**config.mk**
```make
export PLATFORM = sky130hd
export DESIGN_NAME = irq_pending_latch
export DESIGN_NICKNAME = d
export VERILOG_FILES = /design/src/rtl/irq_pending_latch.sv
export SDC_FILE = /design/constraint.sdc
export NUM_CORES = 1
export LEC_CHECK = 0
export CAP_MARGIN = 10
export CORE_MARGIN = 4
export CORE_UTILIZATION = 46
export CTS_CLUSTER_SIZE = 12
export DETAILED_ROUTE_END_ITERATION = 10
export MAX_ROUTING_LAYER = met4
export PLACE_DENSITY = 0.78
export REMOVE_ABC_BUFFERS = 1
export SETUP_SLACK_MARGIN = 0.15
export SYNTH_ARGS = -nofsm -noshare
export SYNTH_HDL_FRONTEND = slang
export SYNTH_SLANG_ARGS = --single-unit
```
**constraint.sdc**
```tcl
create_clock -name clk -period 1.62 [get_ports clk]
set_input_delay 0.324 -clock clk [delete_from_list [all_inputs] [get_ports clk]]
set_output_delay 0.324 -clock clk [all_outputs]
set_load 0.02 [all_outputs]
```
**src/rtl/irq_pending_latch.sv**
```systemverilog
// Request-capture stage ahead of the 16-input priority encoder: synchronises irq lines,
// latches rising edges as pending bits and runs a req/ack handshake that clears one bit.
module irq_pending_latch #(
   parameter  int unsigned N_SRC       = 16,
   parameter  int unsigned SYNC_STAGES = 2,
   localparam int unsigned ID_W        = $clog2(N_SRC)
) (
   input  logic             clk,
   input  logic             rst_n,
   input  logic [N_SRC-1:0] irq_in,
   input  logic [N_SRC-1:0] mask,
   input  logic             ack,
   input  logic [ID_W-1:0]  ack_id,
   input  logic             ovr_clr,
   output logic [N_SRC-1:0] pend_vec,
   output logic             enc_enable,
   output logic             irq_req,
   output logic             ack_err,
   output logic [N_SRC-1:0] overrun
);

   typedef enum logic [1:0] {
      S_IDLE = 2'd0,
      S_REQ  = 2'd1,
      S_HOLD = 2'd2
   } state_t;

   state_t state_q, state_d;

   logic [SYNC_STAGES-1:0][N_SRC-1:0] sync_q;
   logic [N_SRC-1:0] hist_q;
   logic [N_SRC-1:0] pending_q;

   logic [N_SRC-1:0] rise_c;
   logic             ack_take_c;
   logic             ack_hit_c;
   logic [N_SRC-1:0] clr_vec_c;
   logic [N_SRC-1:0] pending_d;
   logic [N_SRC-1:0] overrun_d;

   // Synchroniser chain plus one history stage for edge detection
   always_ff @(posedge clk or negedge rst_n) begin
      if (!rst_n) begin
         sync_q <= '0;
         hist_q <= '0;
      end else begin
         sync_q <= {sync_q[SYNC_STAGES-2:0], irq_in};
         hist_q <= sync_q[SYNC_STAGES-1];
      end
   end

   // Edge detect, ack qualification, pending/overrun next values (set beats clear)
   always_comb begin
      rise_c     = sync_q[SYNC_STAGES-1] & ~hist_q;
      ack_take_c = ack && (state_q == S_REQ);
      ack_hit_c  = pend_vec[ack_id];
      clr_vec_c  = '0;
      if (ack_take_c && ack_hit_c) begin
         clr_vec_c = N_SRC'(1) << ack_id;
      end
      pending_d = (pending_q & ~clr_vec_c) | rise_c;
      overrun_d = (ovr_clr ? '0 : overrun) | (rise_c & pending_q);
   end

   // Handshake sequencing; HOLD gives pend_vec and the encoder a cycle to settle
   always_comb begin
      state_d = state_q;
      case (state_q)
         S_IDLE:  if (pend_vec != '0) state_d = S_REQ;
         S_REQ:   if (ack) state_d = S_HOLD;
         S_HOLD:  state_d = S_IDLE;
         default: state_d = S_IDLE;
      endcase
   end

   always_ff @(posedge clk or negedge rst_n) begin
      if (!rst_n) begin
         state_q    <= S_IDLE;
         pending_q  <= '0;
         pend_vec   <= '0;
         overrun    <= '0;
         irq_req    <= 1'b0;
         enc_enable <= 1'b0;
         ack_err    <= 1'b0;
      end else begin
         state_q    <= state_d;
         pending_q  <= pending_d;
         pend_vec   <= pending_q & ~mask;
         overrun    <= overrun_d;
         irq_req    <= (state_d == S_REQ);
         enc_enable <= (state_d == S_REQ);
         ack_err    <= ack_take_c && !ack_hit_c;
      end
   end

endmodule

```
# Word level (Yosys, flattened, before mapping)
# Cells that the tools add are included.
[op_classes] magnitude_cmp=1 eq_ne=2 n_shift=1 muxes=7 bitwise=9 n_reduce_logical=6
[op_table] cell="16-bit bitwise AND" n=4
[op_table] cell="16-bit NOT" n=3
[op_table] cell="16-bit two-way mux" n=2
[op_table] cell="16-bit bitwise OR" n=2
[op_table] cell="16-bit nonzero test" n=1
[op_table] cell="1-bit by 4-bit << shifter with 16-bit output, first input constant" n=1
[op_table] cell="4-bit by 5-bit less-than comparator with 1-bit output, second input constant" n=1
[op_table] cell="1-bit binary-select mux with 4-bit select" n=1
[op_table] cell="2-bit by 1-bit == test with 1-bit output, second input constant" n=2
[op_table] cell="2-bit two-way mux" n=2
[op_table] cell="2-bit one-hot mux with 2 select lines" n=1
[op_table] cell="1-bit logical AND" n=3
[op_table] cell="2-bit zero test" n=1
[op_table] cell="1-bit zero test" n=1
[op_table] cell="1-bit two-way mux" n=1
[totals] register_bits=100 input_bits=40 output_inout_bits=35 word_cells=35

# Logic depth before layout (Yosys ltp)
[depth] word_depth=7 ltp_mapped=5 mapped_depth_nobuf=4

# Worst setup path before layout
# No wires, ideal clock.
[synth_timing] path_kind="reg-to-reg" start="register pend_vec[7]" end="register ack_err" setup_time_ps=66 t_arrival_ps=1380 required_ps=1554 path_slack_ps=173 stages_incl_launch_ff=4 path_buffers=0 path_cell_list="dfrtp_1 mux4_2 a221oi_2 and3_1"
[synth_between] elab_chain_len=4
[synth_lines] item="start: declaration" line="15" text="output logic [N_SRC-1:0] pend_vec,"
[synth_lines] item="start signal: assignment" line="88" text="pend_vec <= pending_q & ~mask;"
[synth_lines] item="1-bit binary-select mux with 4-bit select" line="56" text="ack_hit_c = pend_vec[ack_id];"
[synth_lines] item="1-bit two-way mux (implied by the code)" line="56"
[synth_lines] item="1-bit zero test" line="92" text="ack_err <= ack_take_c && !ack_hit_c;"
[synth_lines] item="1-bit logical AND" line="92"
[synth_lines] item="end signal: assignment" line="92"
[synth_lines] item="end: declaration" line="18" text="output logic ack_err,"
# Every way passes these cells. The select of a mux whose other input is x is not followed.

# Worst setup path in the final report
[layout_timing] start="register pend_vec[3]" end="output pend_vec[3]"
# No word-level cell between the ends.

==> flow_metrics.env <==
export IMPL_status="finished, violations left"
export IMPL_violations="hold timing"
export IMPL_worst_pin_slew_ps=503
export IMPL_ctsHoldBuffers=0
export IMPL_cap_viol_max_count=0
export IMPL_dpl_hpwl_um=4950
export IMPL_setup_viol=0
export IMPL_syn_avg_cell_area_um2=13.7
export IMPL_timing_critical_path_buf_inv=1
export IMPL_place_gp_congestion=0.818
export IMPL_yosysWarnings=0
export IMPL_fin_skew_ps=6.60
export IMPL_ys_flop_type="dfrtp_1"
export IMPL_portBuffers=74
export IMPL_min_period_over_period_pct=89.8
export IMPL_cpMaxStageDelayCell="dfrtp_1"
export IMPL_ys_types=28
export IMPL_num_io_pins=75
export IMPL_wl_um=6870
export IMPL_powerDensity_nw_per_um2=1080
export IMPL_cp_start_kind="flop"
export IMPL_crit_type="flop to output port"
export IMPL_overflow=0
export IMPL_yosysSeqAreaShare_pct=72.3
export IMPL_antenna_found_initial=0
export IMPL_nFillCells=612
export IMPL_synth_edff_count=0
export IMPL_cts_root_buf="clkbuf_8"
export IMPL_via_per_inst=5.09
export IMPL_drt_initial_drc_count=86
export IMPL_worst_hold_slack_ps=-9.03
export IMPL_cts_sinks=100
export IMPL_first_global_vias=2297
export IMPL_hold_viol=5
export IMPL_reg2reg_depth=3
export IMPL_synth_ff_latch_count=100
export IMPL_required_ps=1300
export IMPL_finalMaxSlewViolations=0
export IMPL_rsz0062_at_grt="yes"
export IMPL_fin_tns_setup_ps=0
export IMPL_crit_fanout=3
export IMPL_design_core_area_um2=7290
export IMPL_slew_headroom_pct=66.5
export IMPL_slowest_delay_ps=400
export IMPL_cts_tree="built"
export IMPL_r2r_end="ack_err"
export IMPL_post_route_util_pct=62.9
export IMPL_start_util_pct=47.5
export IMPL_syn_area_um2=3460
export IMPL_fin_crit_ps=1450
export IMPL_endpoint_kind="output port"
export IMPL_clock_latency_ps=350
export IMPL_fmax_mhz=688
export IMPL_cts_buffers_inserted=9
export IMPL_arrival_ps=1130
export IMPL_critPathTopFamily="flip-flops"
export IMPL_fp_dieH_um=94.8
export IMPL_design_die_area_um2=8980
export IMPL_r2r_slack_ps=200
export IMPL_num_rows=31
export IMPL_vias=2289
export IMPL_grt_pass1_wl_um=11200
export IMPL_postRouteAntennaNets=0
export IMPL_async_reset_ff_share_pct=100
export IMPL_n_antenna_cell=0
export IMPL_clk_path_buf_depth=2
export IMPL_cts_max_level=3
export IMPL_startpoint="pend_vec[3]"
export IMPL_synthCells=253
export IMPL_p_leak_nw=2.04
export IMPL_critical_path_cell_chain="dlygate4sd2_1"
export IMPL_grt_usage_pct=17.2
export IMPL_dr_pass1_iters=4
export IMPL_setup_worst_path_end="pend_vec[3]"
export IMPL_crit_cells=1
export IMPL_clkTransAtPathRegs_ps=90
export IMPL_die_x_um=94.8
export IMPL_post_route_drc_count=0
export IMPL_peakVddDrop_uv=421
export IMPL_wire_per_inst_um=15.3
export IMPL_hold_class="primary input to asynchronous set/reset pin"
export IMPL_final_nets=386
export IMPL_drive_gt1_share_pct=10.8
export IMPL_area_growth_pct=32.5
export IMPL_grt_max_degree=101
export IMPL_rr_startpoint="pend_vec[7]"
[layout make-up]
cell class	instances	area, um^2	area share [%]
Sequential cell	100	2500	54.5
Multi-Input combinational cell	124	840	18.3
Timing Repair Buffer	90	831	18.1
Clock buffer	13	169	3.68
Tap cell	99	124	2.70
Inverter	21	78.8	1.72
Clock inverter	3	43.8	0.954
[flip-flops by register name, indices dropped and copies added (netlist names)]
| name | flops |
|---|---|
| pend_vec | 16 |
| hist_q | 16 |
| irq_req | 1 |
| sync_q | 32 |
| state_q | 2 |
| pending_q | 16 |
| ack_err | 1 |
| overrun | 16 |
[through the flow]
stage	total power, mW	cells	setup WS (ps)	hold WS [ps]	cell area [um^2]
floorplan	3.01	245	174	28.4	3420
global placement	3.43	434	-336	332	4420
detailed placement	3.45	434	-399	335	4420
CTS	5.01	450	143	24.9	4580
global route	5.19	450	126	31.4	4590
finish	4.97	450	166	-9.03	4590
[routing by layer]
metal / GRT usage (%) / vias to the layer above / wire, um
met3: 3.98 / 12 / 472
li1: - / 1041 / -
met1: 22.1 / 1154 / 2970
met2: 26.4 / 82 / 3310
met4: 7.09 / 0 / 123
met5: - / - / 0
[how the worst min path moves through the flow]
stage | end | start | slack [ps]
6_report | sync_q[1] | rst_n | -9
5_1_grt | sync_q[1] | rst_n | 30
4_1_cts | sync_q[1] | rst_n | 20
3_5_place_dp | sync_q[23] | sync_q[7] | 330
3_3_place_gp | sync_q[30] | sync_q[14] | 330
2_1_floorplan | ack_err | rst_n | 30
[kinds of logic (layout without fill, tap and decap cells)]
group	count (synthesis)	in the layout	share of synthesized area (%)
DFF	100	100	72.3
and+or+nand+nor	81	81	14.1
AOI/OAI and AO/OA	39	39	7.30
buffers and inverters	29	127	3.50
muxes	4	4	2.82
[cells in the mapped netlist (2+ instances only)]
cell type    n  area [um^2]
a21o_1      12         90.1
a221oi_1     2         17.5
and3_1       2         12.5
and3b_1      2         17.5
clkbuf_1     5         18.8
dfrtp_1    100         2500
inv_1       21         78.8
mux4_1       2         52.6
mux4_2       2         45.0
nand2_1     12         45.0
nand3_1      2         10.0
nand3b_1     8         60.1
nand4_1     12         75.1
nor2_1       3         11.3
nor2b_1     31          194
nor4_1       3         18.8
o21ai_0     20          100
o31ai_1      4         30.0
[report_power, final]
part | internal [mW] | switching [mW]
Clock | 0.842 | 0.795
Combinational | 0.282 | 0.317
Sequential | 2.65 | 0.0911
[repair_timing]
action                     in CTS  in global routing
setup buffers                   0                  0
pin swaps                       0                  0
resized for setup              36                 13
gates cloned                    0                  0
setup endpoints to repair      45                 13
[cells in the final DEF (no fill, tap or decap), types with 2 or more instances in the layout]
master           instances
o31ai_1                  4
and3_1                   2
a221oi_1                 2
clkbuf_2                 2
clkdlybuf4s15_1          8
nor2b_1                 31
a21o_1                  12
buf_4                   16
dfrtp_1                100
mux4_2                   2
nand3_1                  2
nand2_1                 12
clkbuf_8                12
clkdlybuf4s50_1         36
nand3b_1                 8
and3b_1                  2
mux4_1                   2
inv_1                   21
o21ai_0                 20
nor4_1                   3
dlygate4sd2_1           26
nand4_1                 12
nor2_1                   3
(Power assumes the default switching activity.)
